File: src/rtl/node_packet_queue.sv
// -----------------------------------------------------------------------------
// node_packet_queue
//
// Node-side staging block between a processing node and the router core.
//
// Outbound path: node packets are buffered in a DEPTH-entry FIFO. The head
// entry is presented to the core on Packet_From_Node / Packet_From_Node_Valid.
// It is popped when the core pulses Core_Load_Ack. Between consecutive packets
// the valid line drops for exactly one cycle.
//
// Inbound path: a rising edge on Packet_To_Node_Valid latches Packet_To_Node
// into a holding register. The node drains it with Node_Rx_Valid / Node_Rx_Ack.
//
// Optional feature macro: QUEUE_STATS_EN
//   Adds Sent_Count (pops) and Drop_Count (refused pushes plus inbound
//   overruns, saturating at 255).
//
// Ports:
//   Clk_R                  in   system clock, rising edge
//   Rst                    in   synchronous reset, active-high
//   Node_Wr_En             in   node pushes Node_Wr_Data this cycle
//   Node_Wr_Data           in   outbound packet from node       [OUT_W]
//   Queue_Full             out  count == DEPTH
//   Queue_Count            out  entries held                    [clog2(DEPTH)+1]
//   Overflow               out  one-cycle pulse: push refused
//   Packet_From_Node       out  head entry to core               [OUT_W]
//   Packet_From_Node_Valid out  head presented to core
//   Core_Load_Ack          in   core latched the presented packet
//   Packet_To_Node         in   inbound packet from core         [IN_W]
//   Packet_To_Node_Valid   in   inbound valid level from core
//   Node_Rx_Data           out  captured inbound packet          [IN_W]
//   Node_Rx_Valid          out  Node_Rx_Data unread
//   Node_Rx_Ack            in   node consumed Node_Rx_Data
//   Rx_Overrun             out  one-cycle pulse: unread packet overwritten
//   Sent_Count             out  (QUEUE_STATS_EN) pops since reset [16]
//   Drop_Count             out  (QUEUE_STATS_EN) drops, saturating [8]
// -----------------------------------------------------------------------------
module node_packet_queue #(
    parameter int DEPTH = 4,
    parameter int OUT_W = 29,
    parameter int IN_W  = 24
) (
    input  logic                       Clk_R,
    input  logic                       Rst,
    input  logic                       Node_Wr_En,
    input  logic [OUT_W-1:0]           Node_Wr_Data,
    output logic                       Queue_Full,
    output logic [$clog2(DEPTH):0]     Queue_Count,
    output logic                       Overflow,
    output logic [OUT_W-1:0]           Packet_From_Node,
    output logic                       Packet_From_Node_Valid,
    input  logic                       Core_Load_Ack,
    input  logic [IN_W-1:0]            Packet_To_Node,
    input  logic                       Packet_To_Node_Valid,
    output logic [IN_W-1:0]            Node_Rx_Data,
    output logic                       Node_Rx_Valid,
    input  logic                       Node_Rx_Ack,
    output logic                       Rx_Overrun
`ifdef QUEUE_STATS_EN
    ,
    output logic [15:0]                Sent_Count,
    output logic [7:0]                 Drop_Count
`endif
);

    localparam int PTR_W = $clog2(DEPTH);
    localparam int CNT_W = PTR_W + 1;

    typedef enum logic [1:0] {
        ST_EMPTY   = 2'd0,
        ST_PRESENT = 2'd1,
        ST_GAP     = 2'd2
    } state_t;

    // -------------------------------------------------------------------------
    // Outbound FIFO
    // -------------------------------------------------------------------------
    logic [OUT_W-1:0] mem [DEPTH];
    logic [PTR_W-1:0] wr_ptr;
    logic [PTR_W-1:0] rd_ptr;
    logic [CNT_W-1:0] count;

    state_t state_q;
    state_t state_d;

    logic push;
    logic pop;
    logic overflow_evt;

    // Full comes from the registered count, so a same-cycle pop never makes
    // room for a push.
    assign Queue_Full   = (count == CNT_W'(DEPTH));
    assign Queue_Count  = count;
    assign push         = Node_Wr_En && !Queue_Full;
    assign overflow_evt = Node_Wr_En && Queue_Full;
    // Only a presented packet can be acknowledged; acks in EMPTY/GAP are ignored.
    assign pop          = (state_q == ST_PRESENT) && Core_Load_Ack;

    // NOTE: the storage array is cleared on reset here because the packet
    // output must read back as zero; plain RAM macros would normally be left
    // unreset.
    always_ff @(posedge Clk_R) begin
        if (Rst) begin
            for (int i = 0; i < DEPTH; i++) begin
                mem[i] <= '0;
            end
            wr_ptr <= '0;
        end else if (push) begin
            mem[wr_ptr] <= Node_Wr_Data;
            wr_ptr      <= wr_ptr + PTR_W'(1);
        end
    end

    always_ff @(posedge Clk_R) begin
        if (Rst) begin
            rd_ptr <= '0;
        end else if (pop) begin
            rd_ptr <= rd_ptr + PTR_W'(1);
        end
    end

    always_ff @(posedge Clk_R) begin
        if (Rst) begin
            count <= '0;
        end else begin
            case ({push, pop})
                2'b10:   count <= count + CNT_W'(1);
                2'b01:   count <= count - CNT_W'(1);
                default: count <= count;
            endcase
        end
    end

    always_ff @(posedge Clk_R) begin
        if (Rst) begin
            Overflow <= 1'b0;
        end else begin
            Overflow <= overflow_evt;
        end
    end

    // -------------------------------------------------------------------------
    // Output FSM: state register / next state / outputs
    // -------------------------------------------------------------------------
    always_ff @(posedge Clk_R) begin
        if (Rst) begin
            state_q <= ST_EMPTY;
        end else begin
            state_q <= state_d;
        end
    end

    // NOTE: combinational blocks use blocking assignments and give every
    // target a default first, so no latch can be inferred.
    always_comb begin
        state_d = state_q;
        case (state_q)
            ST_EMPTY:   if (count != '0) state_d = ST_PRESENT;
            ST_PRESENT: if (Core_Load_Ack) state_d = ST_GAP;
            // In GAP the count already reflects the pop that got us here.
            ST_GAP:     state_d = (count != '0) ? ST_PRESENT : ST_EMPTY;
            default:    state_d = ST_EMPTY;
        endcase
    end

    always_comb begin
        Packet_From_Node_Valid = 1'b0;
        if (state_q == ST_PRESENT) begin
            Packet_From_Node_Valid = 1'b1;
        end
    end

    // The head is captured on entry to PRESENT and held, so the core sees a
    // stable word even if the node pushes during the presentation.
    always_ff @(posedge Clk_R) begin
        if (Rst) begin
            Packet_From_Node <= '0;
        end else if (state_d == ST_PRESENT && state_q != ST_PRESENT) begin
            Packet_From_Node <= mem[rd_ptr];
        end
    end

    // -------------------------------------------------------------------------
    // Inbound capture
    // -------------------------------------------------------------------------
    logic rx_valid_prev;
    logic rx_rise;
    logic overrun_evt;

    assign rx_rise     = Packet_To_Node_Valid && !rx_valid_prev;
    // A capture that coincides with the node's ack replaces consumed data,
    // so it is not an overrun.
    assign overrun_evt = rx_rise && Node_Rx_Valid && !Node_Rx_Ack;

    always_ff @(posedge Clk_R) begin
        if (Rst) begin
            rx_valid_prev <= 1'b0;
            Node_Rx_Data  <= '0;
            Node_Rx_Valid <= 1'b0;
            Rx_Overrun    <= 1'b0;
        end else begin
            rx_valid_prev <= Packet_To_Node_Valid;
            Rx_Overrun    <= overrun_evt;
            if (rx_rise) begin
                Node_Rx_Data  <= Packet_To_Node;
                Node_Rx_Valid <= 1'b1;
            end else if (Node_Rx_Ack) begin
                Node_Rx_Valid <= 1'b0;
            end
        end
    end

`ifdef QUEUE_STATS_EN
    // -------------------------------------------------------------------------
    // Statistics
    // -------------------------------------------------------------------------
    logic [8:0] drop_sum;

    // Both drop sources can fire in one cycle; each one counts.
    assign drop_sum = {1'b0, Drop_Count} + 9'(overflow_evt) + 9'(overrun_evt);

    always_ff @(posedge Clk_R) begin
        if (Rst) begin
            Sent_Count <= '0;
            Drop_Count <= '0;
        end else begin
            if (pop) begin
                Sent_Count <= Sent_Count + 16'd1;
            end
            Drop_Count <= drop_sum[8] ? 8'hFF : drop_sum[7:0];
        end
    end
`endif

endmodule
File: config.mk
export PLATFORM = sky130hd
export DESIGN_NAME = node_packet_queue
export DESIGN_NICKNAME = d
export VERILOG_FILES = /design/src/rtl/node_packet_queue.sv
export SDC_FILE = /design/constraint.sdc
export NUM_CORES = 1
export LEC_CHECK = 0
export ABC_AREA = 1
export BUFFER_PORTS_ARGS = -buffer_cell sky130_fd_sc_hd__buf_2
export CORE_MARGIN = 5
export CORE_UTILIZATION = 62
export CTS_CLUSTER_SIZE = 40
export DETAILED_ROUTE_END_ITERATION = 8
export HOLD_SLACK_MARGIN = 0.02
export PLACE_DENSITY = 0.82
export SLEW_MARGIN = 20
export SYNTH_ARGS = -nofsm -noshare
export SYNTH_HDL_FRONTEND = slang
export SYNTH_SLANG_ARGS = --single-unit
File: constraint.sdc
create_clock -name Clk_R -period 9.4 [get_ports Clk_R]
set_input_delay 1.88 -clock Clk_R [delete_from_list [all_inputs] [get_ports Clk_R]]
set_output_delay 1.88 -clock Clk_R [all_outputs]
set_load 0.05 [all_outputs]
Yosys cells after proc, flatten, opt, wreduce, memory -nomap -nowiden
Memory sizes are Yosys's and may differ from the RTL's. A register that Yosys moved wholly into a read port is not among the register bits.
Cells that the tools add are included.
Word-level totals
  bits in registers: 37
  memory bits (writable): 116
  input bits: 59
  output and inout bits: 61
  logic and storage cells: 52
  memories kept: 1
Cells by class
  add/subtract/negate cells: 4
  eq/ne operators: 7
  mux-type cells: 16
  reductions and logical operators: 15
Memory list
  mem: words 4, width 29, read ports 1, clocked after memory_dff 1, write ports 4, RTL line 78  | logic [OUT_W-1:0] mem [DEPTH];
Operator list (count)
  2-to-1 mux 29 bit: 1
  OR reduction 29 bit: 1
  2-to-1 mux 1 bit: 10
  logical AND 1 bit: 7
  equality test 2 x 1 -> 1 bit (second input constant): 3
  2-to-1 mux 2 bit: 3
  one-hot mux 2 bit (3 select lines): 1
  one-hot mux 3 bit (2 select lines): 1
  adder 2 x 1 -> 2 bit (second input constant): 2
  equality test 2 bit (second input constant): 2
  nonzero test 2 bit: 2
  adder 3 x 1 -> 3 bit (second input constant): 1
  equality test 3 bit (second input constant): 1
  zero test 1 bit: 3
  nonzero test 3 bit: 1
  subtractor 3 x 1 -> 3 bit (second input constant): 1
  zero test 2 bit: 1
  inequality test 2 x 1 -> 1 bit (second input constant): 1

Longest topological paths before layout
Gate-level depths: netlist of run 1.
  depth after elaboration: 8
  gate-level depth with buffers: 12
  depth with buffers taken out: 12

Worst setup path before layout of run 1
OpenSTA, ideal clock, no wires.
  path kind: input -> register
  start: input port Node_Wr_En
  end: memory mem[2][0], enable pin
  library setup time: 0.455 ns
  arrival time: 4.058 ns
  required time: 8.945 ns
  path slack: 4.887 ns
  cell stages on the path: 2
  path buffers: 0
  cell sequence: nand2_1 -> o21ai_0
RTL lines
  start: declaration: RTL line 45  | input logic Node_Wr_En,
  end: declaration: RTL line 78

==> results of run 1 <==
cell usage after synthesis, types with 6 or more instances:
cell / number
inv_2: 35
nand3_1: 54
clkbuf_1: 11
buf_2: 22
dfxtp_1: 66
buf_6: 6
nand2_1: 205
nor2_4: 27
edfxtp_1: 116
inv_1: 176
nor2_1: 223
o21ai_0: 36
metrics by stage:
stage / hold WS [ns] / util, % / total power, uW / cells / setup slack (ns)
after floorplan: 0.419 / - / 1520 / 1006 / 4.89
after global placement: 0.433 / 67.8 / 1640 / 1260 / 4.99
after detailed placement: 0.440 / 67.8 / 1660 / 1260 / 5.15
after CTS: 0.464 / 72.7 / 2440 / 1292 / 5.58
after global routing: 0.467 / 72.7 / 2560 / 1292 / 5.47
final: 0.458 / 72.7 / 2440 / 1292 / 5.62
state kept, by name, indices dropped and copies added (netlist names), 2 cells and up:
| register | cells |
|---|---|
| mem | 116 |
| rd_ptr | 2 |
| wr_ptr | 2 |
| Node_Rx_Data | 24 |
| state_q | 2 |
| Queue_Count | 3 |
| Packet_From_Node | 29 |
kinds of logic after synthesis:
| family | share of synthesized area, % |
|---|---|
| adder cells (fa/ha/maj) | 0.384 |
| flip-flops | 56.7 |
| AO/OA/AOI/OAI | 2.66 |
| buffers and inverters | 12.9 |
| AND/OR/NAND/NOR | 27.4 |
layout make-up:
type                            instances  area, um2
Inverter                              211        792
Timing Repair Buffer                  125        641
Clock inverter                         14        230
Clock buffer                           18        429
Multi-Input combinational cell        566       2590
Tap cell                              176        220
Fill cell                            1010       3640
Sequential cell                       182       4810
routing by layer:
metal  vias to the layer above  global-route usage, %  share of wire, %
li1                       3219                      -                 -
met1                      2882                   28.8                40
met2                       207                   41.6                52
met3                        28                   4.83               5.8
met4                         0                   7.44               1.6
met5                         -                      0                 0
path summary, 6_finish.rpt:
| path | start | to | slack, ns |
|---|---|---|---|
| worst max register to register | Queue_Count[0] | mem[3][3] | 6.88 |
| worst min register to register | rx_valid_prev | Node_Rx_Valid | 0.46 |
| worst min-delay path | rx_valid_prev | Node_Rx_Valid | 0.46 |
| worst max-delay path | Rst | mem[3][3] | 5.62 |
report_power, final:
group          switching [uW]  internal, uW
sequential               41.3           959
combinational             484           157
clock                     300           497
==> impl_metrics.env, run 1 <==
export IMPL_postRouteAntennaNets=0
export IMPL_synth_nets=1067
export IMPL_htree_levels=4
export IMPL_routabilityCongestion=0.773
export IMPL_drive_gt1_share_pct=20.8
export IMPL_ys_warn_count=0
export IMPL_wirelength_mm=18.3
export IMPL_cp_num_buf_inv=3
export IMPL_syn_mean_instance_area_um2=8.42
export IMPL_num_rows=42
export IMPL_fmax_ghz=0.265
export IMPL_ys_ff_latch=182
export IMPL_grt_max_degree=63
export IMPL_clk_pin_slew_ns=0.07
export IMPL_fin_setup_tns_ns=0
export IMPL_post_route_min_period_ns=3.78
export IMPL_critPathLaunchType="input pin"
export IMPL_hold_depth=1
export IMPL_ir_worst_vdd_v=0.000185
export IMPL_area_delta_synth_final_pct=14.6
export IMPL_crit_required_ns=9.50
export IMPL_hold_viol=0
export IMPL_period_share_pct=40.2
export IMPL_crit_cells=6
export IMPL_layout_common_cells="nor2_1, nand2_1, inv_1"
export IMPL_cts_tree="yes"
export IMPL_cp_top_family="buffers and inverters"
export IMPL_cts_setup_buffers=0
export IMPL_start_util_pct=63.5
export IMPL_rsz0062_at_grt="false"
export IMPL_ys_flop_type="edfxtp_1"
export IMPL_synth_top_area_share_pct=41.1
export IMPL_cp_arrival_ns=3.88
export IMPL_async_flop_share_pct=0
export IMPL_num_vias=6336
export IMPL_slowest_delay_ns=0.54
export IMPL_synthCells=1006
export IMPL_synth_yosys_seq_area_share_pct=56.7
export IMPL_drv_slew=0
export IMPL_ios=120
export IMPL_cts_made_buffers=17
export IMPL_slowest_stage="nor2_2"
export IMPL_dieHeight_um=127
export IMPL_worst_slew_pin_slew_ns=1.09
export IMPL_synth_edf_count=116
export IMPL_cts_hold_buf=0
export IMPL_final_common_cell="nor2_1"
export IMPL_clock_path_buffers=2
export IMPL_die_x_um=127
export IMPL_portBuffers=119
export IMPL_ctsResizeCount=0
export IMPL_yosys_top_cells_area="edfxtp_1, dfxtp_1, nor2_1, nand2_1, inv_1"
export IMPL_power_density_nw_per_um2=251
export IMPL_wl_per_cell_um=14.2
export IMPL_ff2ff_path_depth=6
export IMPL_firstDrtPassIters=5
export IMPL_cts_root_buf="clkbuf_16"
export IMPL_first_iter_violations=524
export IMPL_coreArea_um2=13300
export IMPL_grt_usage_pct=23.5
export IMPL_clock_latency_ns=0.43
export IMPL_path_cells="buf_2 > inv_2 > nand2_1 > o21ai_1 > nor2_2 > buf_4"
export IMPL_place_area_um2=9050
export IMPL_antennaDiodeCount=0
export IMPL_nets=1164
export IMPL_hpwl_mm=11.1
export IMPL_critPathKind="input pin to register"
export IMPL_crit_fanout=62
export IMPL_min_path_type="register to register"
export IMPL_grt_pass1_wl_mm=29.9
export IMPL_drc=0
export IMPL_grt_pass1_vias=6260
export IMPL_skew_ns=0.00900
export IMPL_run_status="completed"
export IMPL_antenna_found_initial=0
export IMPL_end_kind="register"
export IMPL_viasPerCell=4.90
export IMPL_ys_types=29
export IMPL_overflow=0
export IMPL_cts_sinks=182
export IMPL_synth_area_leader_cell="edfxtp_1"
export IMPL_max_slew_margin_pct=27.5
export IMPL_setup_viol=0
export IMPL_design_area_um2=9710
export IMPL_leakage_uw=0.00469
export IMPL_syn_area_um2=8470
export IMPL_maxCapViolCount=0
export IMPL_dieArea_um2=16100
(Power assumes the default switching activity.)
==> inputs of run 2 (changes only) <==
--- a/config.mk
+++ b/config.mk
@@ -8,11 +8,11 @@
 export ABC_AREA = 1
 export BUFFER_PORTS_ARGS = -buffer_cell sky130_fd_sc_hd__buf_2
 export CORE_MARGIN = 5
-export CORE_UTILIZATION = 62
+export CORE_UTILIZATION = 57
 export CTS_CLUSTER_SIZE = 40
 export DETAILED_ROUTE_END_ITERATION = 8
 export HOLD_SLACK_MARGIN = 0.02
-export PLACE_DENSITY = 0.82
+export PLACE_DENSITY = 0.76
 export SLEW_MARGIN = 20
 export SYNTH_ARGS = -nofsm -noshare
 export SYNTH_HDL_FRONTEND = slang
==> constraint.sdc (replaced) <==
create_clock -name Clk_R -period 3.5 [get_ports Clk_R]
set_input_delay 0.7 -clock Clk_R [delete_from_list [all_inputs] [get_ports Clk_R]]
set_output_delay 0.7 -clock Clk_R [all_outputs]
set_load 0.05 [all_outputs]
==> impl_metrics.env, run 2 (synthesis gave the netlist of run 1 again) <==
export IMPL_run_status="completed"
export IMPL_rsz0062_at_grt="false"
export IMPL_ctsResizeCount=0
export IMPL_cts_made_buffers=17
export IMPL_first_iter_violations=507
export IMPL_place_area_um2=9100
export IMPL_drc=0
export IMPL_cts_root_buf="clkbuf_16"
export IMPL_maxCapViolCount=0
export IMPL_dieHeight_um=132
export IMPL_grt_max_degree=61
export IMPL_layout_common_cells="nor2_1, nand2_1, inv_1"
export IMPL_power_density_nw_per_um2=650
export IMPL_hpwl_mm=10.6
export IMPL_overflow=0
export IMPL_critPathLaunchType="register"
export IMPL_ios=120
export IMPL_cts_setup_buffers=0
export IMPL_die_x_um=132
export IMPL_skew_ns=0.00599
export IMPL_leakage_uw=0.00470
export IMPL_clk_pin_slew_ns=0.07
export IMPL_max_slew_margin_pct=24.3
export IMPL_grt_pass1_wl_mm=29.0
export IMPL_min_path_type="register to register"
export IMPL_largest_register_ffs=116
export IMPL_crit_fanout=30
export IMPL_critPathKind="register to register"
export IMPL_coreArea_um2=14500
export IMPL_routabilityCongestion=0.769
export IMPL_period_share_pct=67.1
export IMPL_drv_slew=0
export IMPL_top_regs="mem x116, Packet_From_Node x29, Node_Rx_Data x24"
export IMPL_cts_hold_buf=0
export IMPL_cts_sinks=182
export IMPL_antennaDiodeCount=0
export IMPL_worst_slew_pin_slew_ns=1.13
export IMPL_htree_levels=4
export IMPL_slowest_stage="o21ai_2"
export IMPL_cp_arrival_ns=2.45
export IMPL_num_rows=44
export IMPL_grt_pass1_vias=5995
export IMPL_postRouteAntennaNets=0
export IMPL_drive_gt1_share_pct=21.1
export IMPL_start_util_pct=58.3
export IMPL_clock_path_buffers=2
export IMPL_final_common_cell="nor2_1"
export IMPL_area_delta_synth_final_pct=14.5
export IMPL_ir_worst_vdd_v=0.000364
export IMPL_timing_hold_ws_ns=0.444
export IMPL_cp_num_buf_inv=3
export IMPL_viasPerCell=4.81
export IMPL_fin_setup_tns_ns=0
export IMPL_grt_usage_pct=20.7
export IMPL_clock_latency_ns=0.43
export IMPL_crit_top_cell="inv_2"
export IMPL_cts_tree="yes"
export IMPL_slowest_delay_ns=0.68
export IMPL_firstDrtPassIters=5
export IMPL_wl_per_cell_um=13.3
export IMPL_dieArea_um2=17400
export IMPL_design_area_um2=9710
export IMPL_setup_viol=0
export IMPL_end_kind="register"
export IMPL_hold_viol=0
export IMPL_antenna_found_initial=0
export IMPL_num_vias=6270
export IMPL_crit_required_ns=3.61
export IMPL_portBuffers=119
export IMPL_nets=1168
export IMPL_top_register="mem"
export IMPL_wirelength_mm=17.3
export IMPL_post_route_min_period_ns=2.35
export IMPL_cp_top_family="buffers and inverters"
export IMPL_path_cells="inv_2 > nor2_1 > inv_2 > o21ai_2 > buf_4"
export IMPL_fmax_ghz=0.426
==> run 2: final timing paths <==
check	slack, ns	end	startpoint	cells after the start
worst max-delay path	1.15	mem[1][26]	wr_ptr[0]	5
worst min-delay path	0.44	Node_Rx_Valid	rx_valid_prev	1
worst max register to register	1.15	mem[1][26]	wr_ptr[0]	5
worst min register to register	0.44	Node_Rx_Valid	rx_valid_prev	1
==> run 2: layout make-up <==
class | instances | area, um2
fill | 1190 | 4830
sequential | 182 | 4810
multi-input combinational | 566 | 2590
inverter | 211 | 792
timing repair buffer | 129 | 683
clock buffer | 20 | 500
tap | 184 | 230
clock inverter | 12 | 105
==> run 2: layer usage <==
metal	part of all wire (%)	track usage, %	vias to the layer above
li1	-	-	3224
met1	42	25.6	2843
met2	50	35.1	176
met3	6.4	5.46	27
met4	1.6	7.14	0
met5	0	0	-
==> run 2: power breakdown <==
| part | switching, uW | internal [uW] | total [uW] |
|---|---|---|---|
| Combinational | 1290 | 429 | 1720 |
| Clock | 854 | 1060 | 1910 |
| Sequential | 105 | 2570 | 2680 |
| Total | 2250 | 4060 | 6310 |
==> run 2: per-stage QoR <==
stage | cells | util (%) | power, uW | setup WS, ns
5_1_grt | 1304 | 66.8 | 6660 | 0.954
3_5_place_dp | 1272 | 62.6 | 4460 | 0.931
6_report | 1304 | 66.8 | 6310 | 1.15
3_3_place_gp | 1272 | 62.6 | 4420 | 0.927
4_1_cts | 1304 | 66.8 | 6360 | 1.14
2_1_floorplan | 1006 | - | 4080 | 0.630
